**src/rtl/riscv_soft_mem_arbiter.sv**
```systemverilog
// riscv_soft_mem_arbiter
// Shares one downstream memory request/response channel between the core's
// instruction-fetch port (I) and data port (D). One transaction is in flight
// at a time: IDLE -> ISSUE -> WAIT -> IDLE.
//
// Handshake: a request transfers on a cycle where *_valid && *_ready are both
// high; the requester holds its fields stable while valid is high and not yet
// accepted, and may drop valid at any time before acceptance. Responses are
// single-cycle strobes with no back-pressure.
//
// Optional build macro RISCV_SOFT_ARB_RR_EN: when defined, arbitration is
// round-robin on ties (the side not granted last wins; D wins the first tie).
// When undefined, D has fixed priority, except that a pending I request wins
// once it has lost STARVE_LIMIT consecutive arbitrations.
module riscv_soft_mem_arbiter #(
  parameter int XPR_LEN      = 32,
  parameter int OP_TYPE_W    = 3,
  parameter int STARVE_LIMIT = 4
) (
  input  logic                 clk,
  input  logic                 reset,
  input  logic                 i_req_valid,
  output logic                 i_req_ready,
  input  logic [XPR_LEN-1:0]   i_req_addr,
  output logic                 i_resp_valid,
  output logic [XPR_LEN-1:0]   i_resp_data,
  input  logic                 d_req_valid,
  output logic                 d_req_ready,
  input  logic                 d_req_op,
  input  logic [OP_TYPE_W-1:0] d_req_op_type,
  input  logic [XPR_LEN-1:0]   d_req_addr,
  input  logic [XPR_LEN-1:0]   d_req_data,
  output logic                 d_resp_valid,
  output logic [XPR_LEN-1:0]   d_resp_data,
  output logic                 mem_req_valid,
  input  logic                 mem_req_ready,
  output logic                 mem_req_op,
  output logic [OP_TYPE_W-1:0] mem_req_op_type,
  output logic [XPR_LEN-1:0]   mem_req_addr,
  output logic [XPR_LEN-1:0]   mem_req_data,
  input  logic                 mem_resp_valid,
  input  logic [XPR_LEN-1:0]   mem_resp_data
);

  typedef enum logic [1:0] {
    IDLE  = 2'd0,
    ISSUE = 2'd1,
    WAIT  = 2'd2
  } state_t;

  state_t state;
  logic   owner_d;   // 1 = D owns the in-flight transaction, 0 = I
  logic   grant_i;
  logic   grant_d;

`ifdef RISCV_SOFT_ARB_RR_EN
  logic last_d;      // 1 = D was granted most recently

  // Round-robin tie break: both valid -> the side not granted last wins.
  always_comb begin
    grant_i = 1'b0;
    grant_d = 1'b0;
    if (state == IDLE && reset) begin
      if (i_req_valid && d_req_valid) begin
        grant_i = last_d;
        grant_d = !last_d;
      end else begin
        grant_i = i_req_valid;
        grant_d = d_req_valid;
      end
    end
  end

  // Remember which side won the most recent arbitration.
  always_ff @(posedge clk) begin
    if (!reset) begin
      last_d <= 1'b0;
    end else if (grant_i || grant_d) begin
      last_d <= grant_d;
    end
  end
`else
  localparam int CW = (STARVE_LIMIT < 1) ? 1 : $clog2(STARVE_LIMIT + 1);
  localparam logic [CW-1:0] LIMIT_C = CW'(STARVE_LIMIT);

  logic [CW-1:0] starve_cnt;
  logic          starve_full;

  assign starve_full = (starve_cnt == LIMIT_C);

  // Fixed D priority; a starved I request overrides it on a tie.
  always_comb begin
    grant_i = 1'b0;
    grant_d = 1'b0;
    if (state == IDLE && reset) begin
      if (i_req_valid && d_req_valid) begin
        grant_i = starve_full;
        grant_d = !starve_full;
      end else begin
        grant_i = i_req_valid;
        grant_d = d_req_valid;
      end
    end
  end

  // Count consecutive arbitrations I lost while waiting; saturates at the limit.
  always_ff @(posedge clk) begin
    if (!reset) begin
      starve_cnt <= '0;
    end else if (grant_i) begin
      starve_cnt <= '0;
    end else if (grant_d && i_req_valid && !starve_full) begin
      starve_cnt <= starve_cnt + 1'b1;
    end
  end
`endif

  assign i_req_ready = grant_i;
  assign d_req_ready = grant_d;

  // Main transaction FSM: capture request, present it downstream, route response.
  always_ff @(posedge clk) begin
    if (!reset) begin
      state           <= IDLE;
      owner_d         <= 1'b0;
      mem_req_valid   <= 1'b0;
      mem_req_op      <= 1'b0;
      mem_req_op_type <= '0;
      mem_req_addr    <= '0;
      mem_req_data    <= '0;
      i_resp_valid    <= 1'b0;
      i_resp_data     <= '0;
      d_resp_valid    <= 1'b0;
      d_resp_data     <= '0;
    end else begin
      i_resp_valid <= 1'b0;
      d_resp_valid <= 1'b0;
      case (state)
        IDLE: begin
          if (grant_d) begin
            owner_d         <= 1'b1;
            mem_req_valid   <= 1'b1;
            mem_req_op      <= d_req_op;
            mem_req_op_type <= d_req_op_type;
            mem_req_addr    <= d_req_addr;
            mem_req_data    <= d_req_data;
            state           <= ISSUE;
          end else if (grant_i) begin
            // Fetches are always word loads with no store data.
            owner_d         <= 1'b0;
            mem_req_valid   <= 1'b1;
            mem_req_op      <= 1'b0;
            mem_req_op_type <= OP_TYPE_W'(2);
            mem_req_addr    <= i_req_addr;
            mem_req_data    <= '0;
            state           <= ISSUE;
          end
        end
        ISSUE: begin
          if (mem_req_ready) begin
            mem_req_valid <= 1'b0;
            state         <= WAIT;
          end
        end
        WAIT: begin
          if (mem_resp_valid) begin
            if (owner_d) begin
              d_resp_valid <= 1'b1;
              d_resp_data  <= mem_resp_data;
            end else begin
              i_resp_valid <= 1'b1;
              i_resp_data  <= mem_resp_data;
            end
            state <= IDLE;
          end
        end
        default: state <= IDLE;
      endcase
    end
  end

endmodule

```
**config.mk**
```make
export PLATFORM = sky130hd
export DESIGN_NAME = riscv_soft_mem_arbiter
export DESIGN_NICKNAME = d
export VERILOG_FILES = /design/src/rtl/riscv_soft_mem_arbiter.sv
export SDC_FILE = /design/constraint.sdc
export NUM_CORES = 1
export LEC_CHECK = 0
export BUFFER_PORTS_ARGS = -buffer_cell sky130_fd_sc_hd__buf_2
export CAP_MARGIN = 40
export CORE_ASPECT_RATIO = 2
export CORE_MARGIN = 4
export CORE_UTILIZATION = 40
export CTS_CLUSTER_DIAMETER = 150
export CTS_CLUSTER_SIZE = 10
export DETAILED_ROUTE_END_ITERATION = 7
export PLACE_DENSITY = 0.72
export SLEW_MARGIN = 10
export SYNTH_ARGS = -nofsm -noshare
export SYNTH_HDL_FRONTEND = slang
export SYNTH_SLANG_ARGS = --single-unit
export TNS_END_PERCENT = 10
```
**constraint.sdc**
```tcl
create_clock -name clk -period 3.2 [get_ports clk]
set_input_delay 0.32 -clock clk [delete_from_list [all_inputs] [get_ports clk]]
set_output_delay 0.32 -clock clk [all_outputs]
set_load 0.02 [all_outputs]
```
-- Yosys cells after proc, flatten, opt, wreduce, memory -nomap -nowiden
Index checks and enable logic that the tools add are counted.
- register bits after elaboration: 141
- latch bits: 0
- RAM bits: 0
- bits in read-only memories: 0
- input bits: 138
- output and inout port bits: 137
- logic and storage cells: 60
- memories kept: 0
- add/subtract/negate cells: 1
- multiply operators: 0
- divide/modulo/power cells: 0
- order comparisons: 0
- equality and inequality tests: 6
- shift operators: 0
- multiplexer cells: 24
- bitwise logic cells: 2
- reductions and logical operators: 15
- operators with widths (kind ; count):
    $mux W32 ; 4
    $reduce_and A3 Y1 ; 5
    $mux W1 ; 12
    $mux W2 ; 4
    $mux W3 ; 2
    $pmux W2 S3 ; 1
    $logic_and A1 B1 Y1 ; 4
    $ne A2 B2 Y1 const B ; 2
    $reduce_bool A2 Y1 ; 2
    $add A3 B1 Y3 const B ; 1
    $eq A3 B3 Y1 const B ; 1
    $ne A3 B3 Y1 const B ; 1
    $eq A2 B1 Y1 const B ; 1
    $eq A2 B2 Y1 const B ; 1
    $logic_not A2 Y1 ; 1
    $not A1 Y1 ; 2
    $pmux W1 S2 ; 1
    $reduce_and A2 Y1 ; 1
    $reduce_or A2 Y1 ; 1
    $logic_not A1 Y1 ; 1

-- Longest topological paths before layout
- depth after elaboration: 6
- depth in mapped cells: 7
- depth with buffers taken out: 5

-- Worst setup path before layout
OpenSTA, ideal clock, no wires.
- path kind: register to output
- from: reg starve_cnt[0]
- to: out d_req_ready
- arrival: 1302 ps
- required time: 2880 ps
- slack: 1578 ps
- stages on the path, launching flop included: 7
- buffers on the path: 1
- cells stage by stage: dfxtp_1 > inv_1 > ha_1 > nand3_1 > clkbuf_1 > nand2_1 > inv_1
- word-level cells in the longest chain between the ends: 4
- RTL lines (what ; line ; text):
    start: declaration ; 86 ; logic [CW-1:0] starve_cnt;
    start signal: assignment ; 113 ; starve_cnt <= starve_cnt + 1'b1;
    $eq A3 B3 Y1 ; 89 ; assign starve_full = (starve_cnt == LIMIT_C);
    $logic_not A1 Y1 ; 98 ; grant_d = !starve_full;
    $mux W1 ; 96 ; if (i_req_valid && d_req_valid) begin
    $mux W1 ; 95 ; if (state == IDLE && reset) begin
    end: declaration ; 28 ; output logic d_req_ready,
No other way between the ends.

-- Worst setup path in the final report
Same ends and word-level chain as after synthesis.

==> metrics.txt <==
die height 186 µm; Int Power 3.35 mW; Worst-Margin Slew 784 ps; largest net degree at the start of global routing 96; Slowest-stage cell, CP dfxtp_1; Combinational Power Share 0.137; Synth Area per Inst 9.22 µm²; GR Util All Layers 0.215; LEAKAGE 3.50 nW; most frequent cells in the layout buf_2, dfxtp_1, nand2_1; crit path DAT 1840 ps; wire length of the first global-routing pass 31800 µm; drt wl/cell 17.3 µm; crit share post-route 0.674; count of hold-fix buffers inserted at cts 0; gr busiest metal met2; area grow syn2layout 32.3%; most frequent CP cell inv_1; Synth Net Count 830; PostCTS Resize Cnt 0; Cell Chain, Critical Path inv_1 > ha_1 > nand3_4 > nand2_1 > inv_1 > buf_2; H-Tree Depth 4; post-CTS setup buffer count 0; non-filler cells, final 1137; Setup crit end kind primary output; crit-path max FO 23; clock power share 0.452; Largest stage delay, worst path 380 ps; Final GP Congestion 0.799; Yosys reg bits 141; fin area 0.00842 mm²; CTS root buf clkbuf_16; DR vias 5974; Slew Limit Fails 0; Hold Path Class input port to flip-flop; RSZ-0062 raised after global routing no; post-synthesis sequential area ratio 0.444; CP Launch Type flip-flop; Net Switching 1.23 mW; max frequency 464 MHz; Sw Share 0.268; WS Path Type flip-flop to primary output; Tmin final 2160 ps; core area 0.0157 mm²; Remaining DRCs 0; proportion of layout cells with a drive suffix above 1 0.416; warnings from Yosys 0; drt first pass iters 4; CTS Buf Count 17; Max-Cap Viols 0; Max Clock Skew 7.86 ps; final setup TNS 0 ps; DRT Wirelength 19700 µm; commonest non-fill, non-tap cell in the layout buf_2; Final Power 4.58 mW; post-synth design cell area 0.00636 mm²; GRT overflow 0; Via-to-Cell Ratio 5.25; antenna violations before repair 2; Seq pwr share 0.411; post-synth cell types 34; Max transition margin 0.478; I/O pins 275; Clock Sinks 141; met2 Use GR 0.384; Rows 65; vias in the first global route 6014; nets 1061; # setup viols final 0; remaining antenna violation count 0; CTS max path bufs 2; placed wire-length estimate 13800 µm; Buffers on Ports 274; clk_lat worst skew 420 ps; Max IR drop VDD 0.000354 V; grt met1 use 0.238; Cells after DPL 1103; Fin. Hold Viols 0; Mapped Cells 690; die area 0.0181 mm²; chip width 97.2 µm; Crit path required time 2880 ps; GR Util met3 0.0453; starting density of the core 0.405; CTS tree built; initial DRC count 207; clock transition at the registers of the reported paths 60 ps; status finished, final reports clean; placed cell areas 0.00779 mm²; Cell Pwr Density 544 mW/mm²
[registers in the layout (all words and copies together) (netlist names)]
signal and cells:
d_resp_data 32, i_resp_data 32, mem_req_addr 32, mem_req_data 32, mem_req_op_type 3, starve_cnt 3, state 2, d_resp_valid 1
i_resp_valid 1, mem_req_op 1, mem_req_valid 1, owner_d 1
[stage by stage]
step                      utilization  setup WS, ps  hold WS, ps
after global placement          0.495          1030          437
after detailed placement        0.497          1100          443
after global routing            0.536           906          134
after floorplan                     -          1580          447
final                           0.536          1040          147
after CTS                       0.536          1020          127
[cell usage after synthesis (all sizes together)]
master   count  area (µm²)
o21ai       37         185
dfxtp      141        2820
nand4b       1        8.76
or2          1        6.26
a21oi       33         165
nand3       38         190
nor4bb       2        20.0
clkbuf      28         105
a21boi     101         758
a31oi        1        6.26
o221a        1        11.3
nor4b       32         468
nand2      134         503
o32ai        1        8.76
nand4bb      3        33.8
and3         1        6.26
and4bb       1        12.5
ha           2        25.0
buf         50         282
a2111oi     32         480
and2         2        12.5
nand4        1        6.26
o21a         2        15.0
o22ai        1        6.26
and4b        1        10.0
nor3b        2        15.0
inv          4        15.0
or3b         1        8.76
nor3        32         160
nor2         4        15.0
[worst max-delay path: cells and delay by family, from the launching register on]
family	cells	cell delay, ps
fa+ha+maj	1	240
buf+inv	3	310
flops	1	380
simple gates	2	480
[final cells by class]
type | count | area [µm²]
Fill cell | 1499 | 7280
Multi-Input combinational cell | 467 | 3180
Sequential cell | 141 | 2820
Timing Repair Buffer | 290 | 1530
Clock buffer | 18 | 439
Tap cell | 201 | 251
Clock inverter | 14 | 181
Inverter | 4 | 15.0
Antenna cell | 2 | 5.00
[final timing paths]
path,startpoint,endpoint,slack (ps),cells after the start
setup / recovery,starve_cnt[0],d_req_ready,1040,6
hold / removal,mem_resp_data[31],i_resp_data[31],150,3
setup reg to reg,starve_cnt[0],mem_req_addr[20],1170,6
hold reg to reg,d_resp_data[17],d_resp_data[17],450,2
[power by group through the flow]
stage	clock [mW]	combinational [mW]	sequential, mW
after global placement	0	0.619	1.92
final	2.07	0.629	1.88
after detailed placement	0	0.632	1.92
after global routing	2.19	0.682	1.89
after CTS	2.12	0.634	1.88
after floorplan	0	0.305	2.00
[layer usage]
metal	vias up	routed length [µm]
met5	-	0
li1	2924	-
met1	2807	7410
met2	203	10600
met4	0	729
met3	40	998
[cell families (layout without fill, tap and decap cells)]
family	count (synthesis)	after routing	share of synthesized area
AO/OA/AOI/OAI	209	209	0.257
adder cells (fa/ha/maj)	2	2	0.00393
buffers and inverters	82	326	0.0631
flip-flops	141	141	0.444
other	0	2	0
AND/OR/NAND/NOR	256	256	0.232
Power figures use the tool's default switching activity.
